===== src/rtl/uart_tx_fifo.sv =====
// Byte FIFO and send sequencer feeding uart_tx: pops one byte per frame and
// holds tx_data stable while uart_tx works through the frame.
module uart_tx_fifo #(
  parameter  int unsigned DEPTH      = 16,
  parameter  int unsigned GAP_CYCLES = 0,
  localparam int unsigned CNT_W      = $clog2(DEPTH) + 1
) (
  input  logic             clk,
  input  logic             rst,
  input  logic [7:0]       wr_data,
  input  logic             wr_en,
  input  logic             flush,
  input  logic             clr_ovf,
  output logic             full,
  output logic             empty,
  output logic [CNT_W-1:0] count,
  output logic             overflow,
  output logic             busy,
  output logic [7:0]       tx_data,
  output logic             tx_send,
  input  logic             tx_ready
);

  localparam int unsigned PTR_W = $clog2(DEPTH);
  localparam int unsigned GAP_W = (GAP_CYCLES < 2) ? 1 : $clog2(GAP_CYCLES + 1);

  typedef enum logic [1:0] {IDLE, REQ, BUSY, GAP} state_t;

  state_t           state;
  state_t           state_nxt;
  logic [7:0]       mem [DEPTH];
  logic [PTR_W-1:0] rd_ptr;
  logic [PTR_W-1:0] wr_ptr;
  logic [GAP_W-1:0] gap_cnt;
  logic             pop;
  logic             push;
  logic             ovf_set;
  logic [CNT_W-1:0] count_nxt;

  // Pop/push qualification and next state; flush overrides both FIFO ports.
  always_comb begin
    pop       = (state == IDLE) & ~empty & tx_ready & ~flush;
    push      = wr_en & (~full | pop) & ~flush;
    ovf_set   = wr_en & full & ~pop & ~flush;
    count_nxt = count;
    state_nxt = state;

    if (flush) begin
      count_nxt = '0;
    end else begin
      case ({push, pop})
        2'b10:   count_nxt = count + CNT_W'(1);
        2'b01:   count_nxt = count - CNT_W'(1);
        default: count_nxt = count;
      endcase
    end

    case (state)
      IDLE:    if (pop) state_nxt = REQ;
      REQ:     if (!tx_ready) state_nxt = BUSY;
      BUSY:    if (tx_ready) state_nxt = (GAP_CYCLES > 0) ? GAP : IDLE;
      GAP:     if (gap_cnt == GAP_W'(GAP_CYCLES)) state_nxt = IDLE;
      default: state_nxt = IDLE;
    endcase
  end

  always_ff @(posedge clk) begin
    if (push) mem[wr_ptr] <= wr_data;
  end

  // Status flags are registered from the next-cycle count/state.
  always_ff @(posedge clk) begin
    if (rst) begin
      state    <= IDLE;
      rd_ptr   <= '0;
      wr_ptr   <= '0;
      count    <= '0;
      full     <= 1'b0;
      empty    <= 1'b1;
      busy     <= 1'b0;
      overflow <= 1'b0;
      tx_send  <= 1'b0;
      tx_data  <= 8'h00;
      gap_cnt  <= '0;
    end else begin
      state   <= state_nxt;
      count   <= count_nxt;
      full    <= (count_nxt == CNT_W'(DEPTH));
      empty   <= (count_nxt == '0);
      busy    <= (count_nxt != '0) | (state_nxt != IDLE);
      tx_send <= (state_nxt == REQ);

      if (flush)    rd_ptr <= wr_ptr;
      else if (pop) rd_ptr <= rd_ptr + PTR_W'(1);
      if (push)     wr_ptr <= wr_ptr + PTR_W'(1);

      if (pop) tx_data <= mem[rd_ptr];

      if (ovf_set)      overflow <= 1'b1;
      else if (clr_ovf) overflow <= 1'b0;

      if (state_nxt == GAP && state != GAP) gap_cnt <= GAP_W'(1);
      else if (state == GAP)                gap_cnt <= gap_cnt + GAP_W'(1);
    end
  end

endmodule

===== config.mk =====
export PLATFORM = sky130hd
export DESIGN_NAME = uart_tx_fifo
export DESIGN_NICKNAME = d
export VERILOG_FILES = /design/src/rtl/uart_tx_fifo.sv
export SDC_FILE = /design/constraint.sdc
export NUM_CORES = 1
export LEC_CHECK = 0
export CELL_PAD_IN_SITES_DETAIL_PLACEMENT = 2
export CELL_PAD_IN_SITES_GLOBAL_PLACEMENT = 2
export CORE_MARGIN = 2
export CORE_UTILIZATION = 45
export DETAILED_ROUTE_END_ITERATION = 12
export PLACE_DENSITY = 0.82
export SKIP_LAST_GASP = 1
export SYNTH_ARGS = -nofsm -noshare
export SYNTH_HDL_FRONTEND = slang
export SYNTH_SLANG_ARGS = --single-unit

===== constraint.sdc =====
create_clock -name clk -period 4.47 [get_ports clk]
set_input_delay 0.6705 -clock clk [delete_from_list [all_inputs] [get_ports clk]]
set_output_delay 0.6705 -clock clk [all_outputs]
set_load 0.01 [all_outputs]

==> results.cfg, run 1 <==
[outcome]
outcome = finished clean

[critical_path]
crit_path_top_delay_cell = a2111oi_1
cp_cell_sequence = clkdlybuf4s50_1 -> nor4b_4 -> o211a_1 -> inv_2 -> ha_1 -> xor2_1 -> ha_1 -> nor2b_1 -> o32ai_1 -> nor2_1 -> a2111oi_1 -> o211ai_1
slowest_delay_ns = 0.56
crit_path_frequent_cell = ha_1
arrival_ns = 4.35
path_delay_family = compound AO/OA/AOI/OAI gates
worstPathRequired_ns = 4.73
cp-start-kind = input port
crit_type = input port to register
r2r_slack_ns = 0.67
worstPathMaxFanout = 9
path_buf_inv = 2
cp-end-kind = register

[sta]
setup-violations-final = 0
max_freq_mhz = 245
fin_crit_ns = 4.09
worst_pin_slew_ns = 1.21
tns_ns = 0
min_period_over_period_pct = 91.5
fin_skew_ns = 0.00835
hold_violations = 0
rsz0062_at_grt = false
slew_violations = 0
max_slew_margin_pct = 19.5

[drt]
dr_total_vias = 3561
highest_layer = met4
m1WireLength_um = 7140
wl_met3_um = 558
dr_wl_met2_um = 9010
final_antenna_net_count = 0
drt-total-wl_um = 17100
drc = 0
via_per_inst = 5.90
firstDrtPassIters = 4
dr.first_iter.drc_count = 269
wl_per_cell_um = 28.3

[pwr]
pwr-share-clk_pct = 45.7
total_power_w = 0.00323
seq_power_share_pct = 49.9
p_sw_w = 0.000733
p_leak_nw = 2.42
p_int_w = 0.00250
power_density_nw_per_um2 = 430
combPwrFrac_pct = 4.4
ir_worst_vdd_mv = 0.246
p_sw_share_pct = 22.7

[global_route]
grtUsageTotal_pct = 24.4
antenna_found_initial = 0
overflow = 0
grt_pass1_wl_um = 25900
grt_start_max_net_pins = 36
grt_pass1_vias = 3919

[clock_tree]
clock_path_buffers = 2
cts_tree = built
insertion_delay_ns = 0.43
cts_resized = 0
post-cts-setup-buffers = 0
cts_root_buffer = clkbuf_16
cts.htree.levels = 4
numCtsBuffers = 17
clock_sinks = 157
clkTransAtPathRegs_ns = 0.06
hold_buffers = 0

[place]
place.gp.congestion = 0.783
hpwl_um = 11400
portBuffers = 31

[layout]
area_growth_pct = 15.9
seq_area_um2 = 4430
antenna_cells = 0
final_common_cell = edfxtp_1
multi_input_area_um2 = 1880
layout-drive-gt1-share_pct = 16.0
layout_common_cells = edfxtp_1 (128), nand2_1 (31), nor2_1 (31), clkdlybuf4s50_1 (31), dfxtp_1 (28)
fillerInstances = 1239
nets = 433

[synthesis]
synth_edf_count = 128
synth-seq-area-share_pct = 68.2
syn_inst = 380
synth_seq_cells = 157
yosysWarnings = 0
synth_cell_type_count = 44
postSynthAreaPerCell_um2 = 17.1
async_reset_ff_share_pct = 0
syn_area_um2 = 6490
ys.flop_type = edfxtp_1
syn_nets = 402

[die]
num_rows = 43
core_area_um2 = 14000
die-area_um2 = 15400
initial_core_util_pct = 46.4
die_w_um = 124
die_h_um = 124
ios = 32

[flow_run]
maxCapViolations = 0

[worst_hold_path]
hp-class = register to register
-- path summary, 6_finish.rpt --
| kind | from | end | depth (start not counted) |
|---|---|---|---|
| max | tx_ready | busy | 12 |
| min | tx_data[0] | tx_data[0] | 2 |
| max reg2reg | state[1] | busy | 11 |
| min reg2reg | tx_data[0] | tx_data[0] | 2 |
-- area by class of cell --
cell class | count | share of cell area, %
clock inverters | 15 | 2.35
flip-flops and latches | 157 | 58.8
repair buffers | 37 | 4.72
clock buffers | 17 | 5.66
inverters | 8 | 0.399
well taps | 180 | 2.99
multi-input cells | 190 | 25.0
-- layer usage --
| layer | track usage, % | vias up |
|---|---|---|
| met5 | 0 | - |
| met4 | 9.34 | 0 |
| met3 | 3.85 | 27 |
| met2 | 41.8 | 99 |
| met1 | 31.3 | 1881 |
| li1 | - | 1554 |
-- state kept, by name, indices dropped and copies added (netlist names), 2 cells and up --
name     flops
rd_ptr       4
wr_ptr       4
mem        128
count        5
state        2
tx_data      8
-- cells in the mapped netlist (3+ instances only) --
cell type | instances | area share (%)
xnor2_1 | 5 | 0.67
ha_1 | 8 | 1.5
dfxtp_1 | 29 | 8.9
a211oi_1 | 4 | 0.46
a21oi_1 | 18 | 1.4
nand4_1 | 3 | 0.29
nand2_1 | 31 | 1.8
mux4_1 | 18 | 7.3
inv_2 | 4 | 0.23
buf_2 | 5 | 0.39
nor2b_1 | 5 | 0.48
nor3_1 | 6 | 0.46
clkbuf_1 | 14 | 0.81
xor2_1 | 8 | 1.1
mux4_2 | 22 | 7.6
inv_1 | 4 | 0.23
nor2_1 | 31 | 1.8
nand2b_1 | 4 | 0.39
edfxtp_1 | 128 | 59
-- per-stage QoR --
step | std cells | hold WS (ns) | utilization, % | instance area, um2 | setup WS, ns
floorplan | 380 | 0.481 | - | 6490 | 1.24
global placement | 572 | 0.445 | 49.5 | 6920 | 0.419
detailed placement | 572 | 0.457 | 49.5 | 6920 | 0.0895
CTS | 604 | 0.468 | 53.8 | 7520 | 0.390
global route | 604 | 0.491 | 53.8 | 7520 | 0.0585
finish | 604 | 0.465 | 53.8 | 7520 | 0.381
-- worst min-delay path: stages (launching register included) --
cell	delay [ns]
dfxtp_1	0.31
nand2_1	0.05
a21oi_1	0.06
-- kinds of logic after synthesis --
| group | after synthesis | share of synthesized area, % |
|---|---|---|
| muxes | 45 | 15.8 |
| buffers and inverters | 33 | 2.81 |
| AOI/OAI and AO/OA | 37 | 3.70 |
| DFF | 157 | 68.2 |
| xor gates and xnor gates | 13 | 1.75 |
| adders and majority gates | 8 | 1.54 |
| and+or+nand+nor | 87 | 6.27 |
-- power groups by stage --
| stage | Clock (W) | Sequential, W | Combinational, W |
|---|---|---|---|
| 2_1_floorplan | 0 | 0.00163 | 0.0000933 |
| 3_3_place_gp | 0 | 0.00164 | 0.000125 |
| 3_5_place_dp | 0 | 0.00164 | 0.000139 |
| 4_1_cts | 0.00150 | 0.00161 | 0.000143 |
| 5_1_grt | 0.00155 | 0.00161 | 0.000152 |
| 6_report | 0.00148 | 0.00161 | 0.000142 |
No activity file was read; power rests on OpenSTA's default activity.
==> inputs of run 2 (changes only) <==
==> config.mk (replaced) <==
export PLATFORM = sky130hd
export DESIGN_NAME = uart_tx_fifo
export DESIGN_NICKNAME = d
export VERILOG_FILES = /design/src/rtl/uart_tx_fifo.sv
export SDC_FILE = /design/constraint.sdc
export NUM_CORES = 1
export LEC_CHECK = 0
export CAP_MARGIN = 5
export CELL_PAD_IN_SITES_DETAIL_PLACEMENT = 1
export CELL_PAD_IN_SITES_GLOBAL_PLACEMENT = 1
export CORE_MARGIN = 2
export CORE_UTILIZATION = 51
export DETAILED_ROUTE_END_ITERATION = 12
export PLACE_DENSITY = 0.81
export SKIP_LAST_GASP = 1
export SYNTH_ARGS = -nofsm -noshare
export SYNTH_HDL_FRONTEND = slang
export SYNTH_SLANG_ARGS = --single-unit
==> results.cfg, run 2 (same netlist as run 1, synthesis figures left out) <==
[outcome]
outcome = finished clean

[sta]
hold_violations = 0
slew_violations = 0
setup-violations-final = 0
rsz0062_at_grt = false
max_freq_mhz = 269
min_period_over_period_pct = 83.1
final.setup.worst_slack_ns = 0.754
worst_pin_slew_ns = 1.14
tns_ns = 0
fin_crit_ns = 3.72
fin_skew_ns = 0.00981
max_slew_margin_pct = 24.1

[global_route]
grt_start_max_net_pins = 36
antenna_found_initial = 0
overflow = 0
grt_pass1_vias = 3556
grt_pass1_wl_um = 20100
grtUsageTotal_pct = 21.2

[clock_tree]
insertion_delay_ns = 0.43
numCtsBuffers = 17
cts_resized = 0
post-cts-setup-buffers = 0
hold_buffers = 0
clock_path_buffers = 2
clock_sinks = 157
cts_tree = built
clkTransAtPathRegs_ns = 0.06
cts_root_buffer = clkbuf_16
cts.htree.levels = 4

[drt]
dr.first_iter.drc_count = 328
dr_total_vias = 3337
firstDrtPassIters = 4
via_per_inst = 5.60
drt-total-wl_um = 13000
drc = 0
final_antenna_net_count = 0
wl_per_cell_um = 21.9

[flow_run]
maxCapViolations = 0

[die]
die_w_um = 117
ios = 32
die-area_um2 = 13600
initial_core_util_pct = 51.8
die_h_um = 117
core_area_um2 = 12500
num_rows = 41

[critical_path]
worstPathMaxFanout = 9
cp-end-kind = register
cp-start-kind = input port
worstPathRequired_ns = 4.74
arrival_ns = 3.99
crit_type = input port to register

[layout]
largest_reg_flops = 128
layout_common_cells = edfxtp_1 (128), nand2_1 (31), nor2_1 (31), clkdlybuf4s50_1 (31), dfxtp_1 (27)
seq_area_um2 = 4430
antenna_cells = 0
fillerInstances = 1167
nets = 433
largest_register = mem
layout-drive-gt1-share_pct = 15.3
multi_input_area_um2 = 1880
final_common_cell = edfxtp_1
area_growth_pct = 14.9
largestRegisters = mem x128, tx_data x8, count x5

[place]
place.gp.congestion = 0.801
hpwl_um = 8960
portBuffers = 31
dp_slack_ns = 0.271

[pwr]
power_density_nw_per_um2 = 414
p_leak_nw = 2.40
ir_worst_vdd_mv = 0.403

[worst_hold_path]
hp-class = register to register
## run 2: path summary, 6_finish.rpt
check,from,to,slack [ns],cells past startpoint
max reg2reg,state[1],busy,1.05,11
min reg2reg,tx_data[5],tx_data[5],0.46,2
min,tx_data[5],tx_data[5],0.46,2
max,tx_ready,busy,0.75,12
## run 2: metrics by stage
step	total power, W	util, %	area, um2	std cells	hold slack, ns
final	0.00309	59.6	7460	596	0.464
after global routing	0.00318	59.6	7460	596	0.494
after CTS	0.00311	59.6	7460	596	0.466
after detailed placement	0.00178	55.2	6910	564	0.456
after global placement	0.00177	55.2	6910	564	0.450
after floorplan	0.00172	-	6490	380	0.481
## run 2: critical path, stage by stage
cell	delay (ns)
clkdlybuf4s50_1	0.52
nor4b_4	0.39
o211a_1	0.38
inv_2	0.07
ha_1	0.29
xor2_1	0.19
ha_1	0.24
nor2b_1	0.15
o32ai_1	0.38
nor2_1	0.08
a2111oi_1	0.46
o211ai_1	0.15
## run 2: layout make-up
type,count,share of cell area (%)
Multi-Input combinational cell,190,25.2
Tap cell,172,2.89
Sequential cell,157,59.4
Timing Repair Buffer,37,4.76
Clock buffer,19,5.80
Clock inverter,13,1.54
Inverter,8,0.403
## run 2: power breakdown
part	switching [W]	internal, W
combinational	0.0000628	0.0000667
clock	0.000575	0.000767
sequential	0.0000221	0.00159
total	0.000660	0.00243
## run 2: metal layers
layer,up-vias,track usage [%],wire (um)
met5,-,0,0
met4,0,8.55,312
met3,19,6.80,621
met2,82,33.9,6660
met1,1690,27.1,5440
li1,1546,-,-
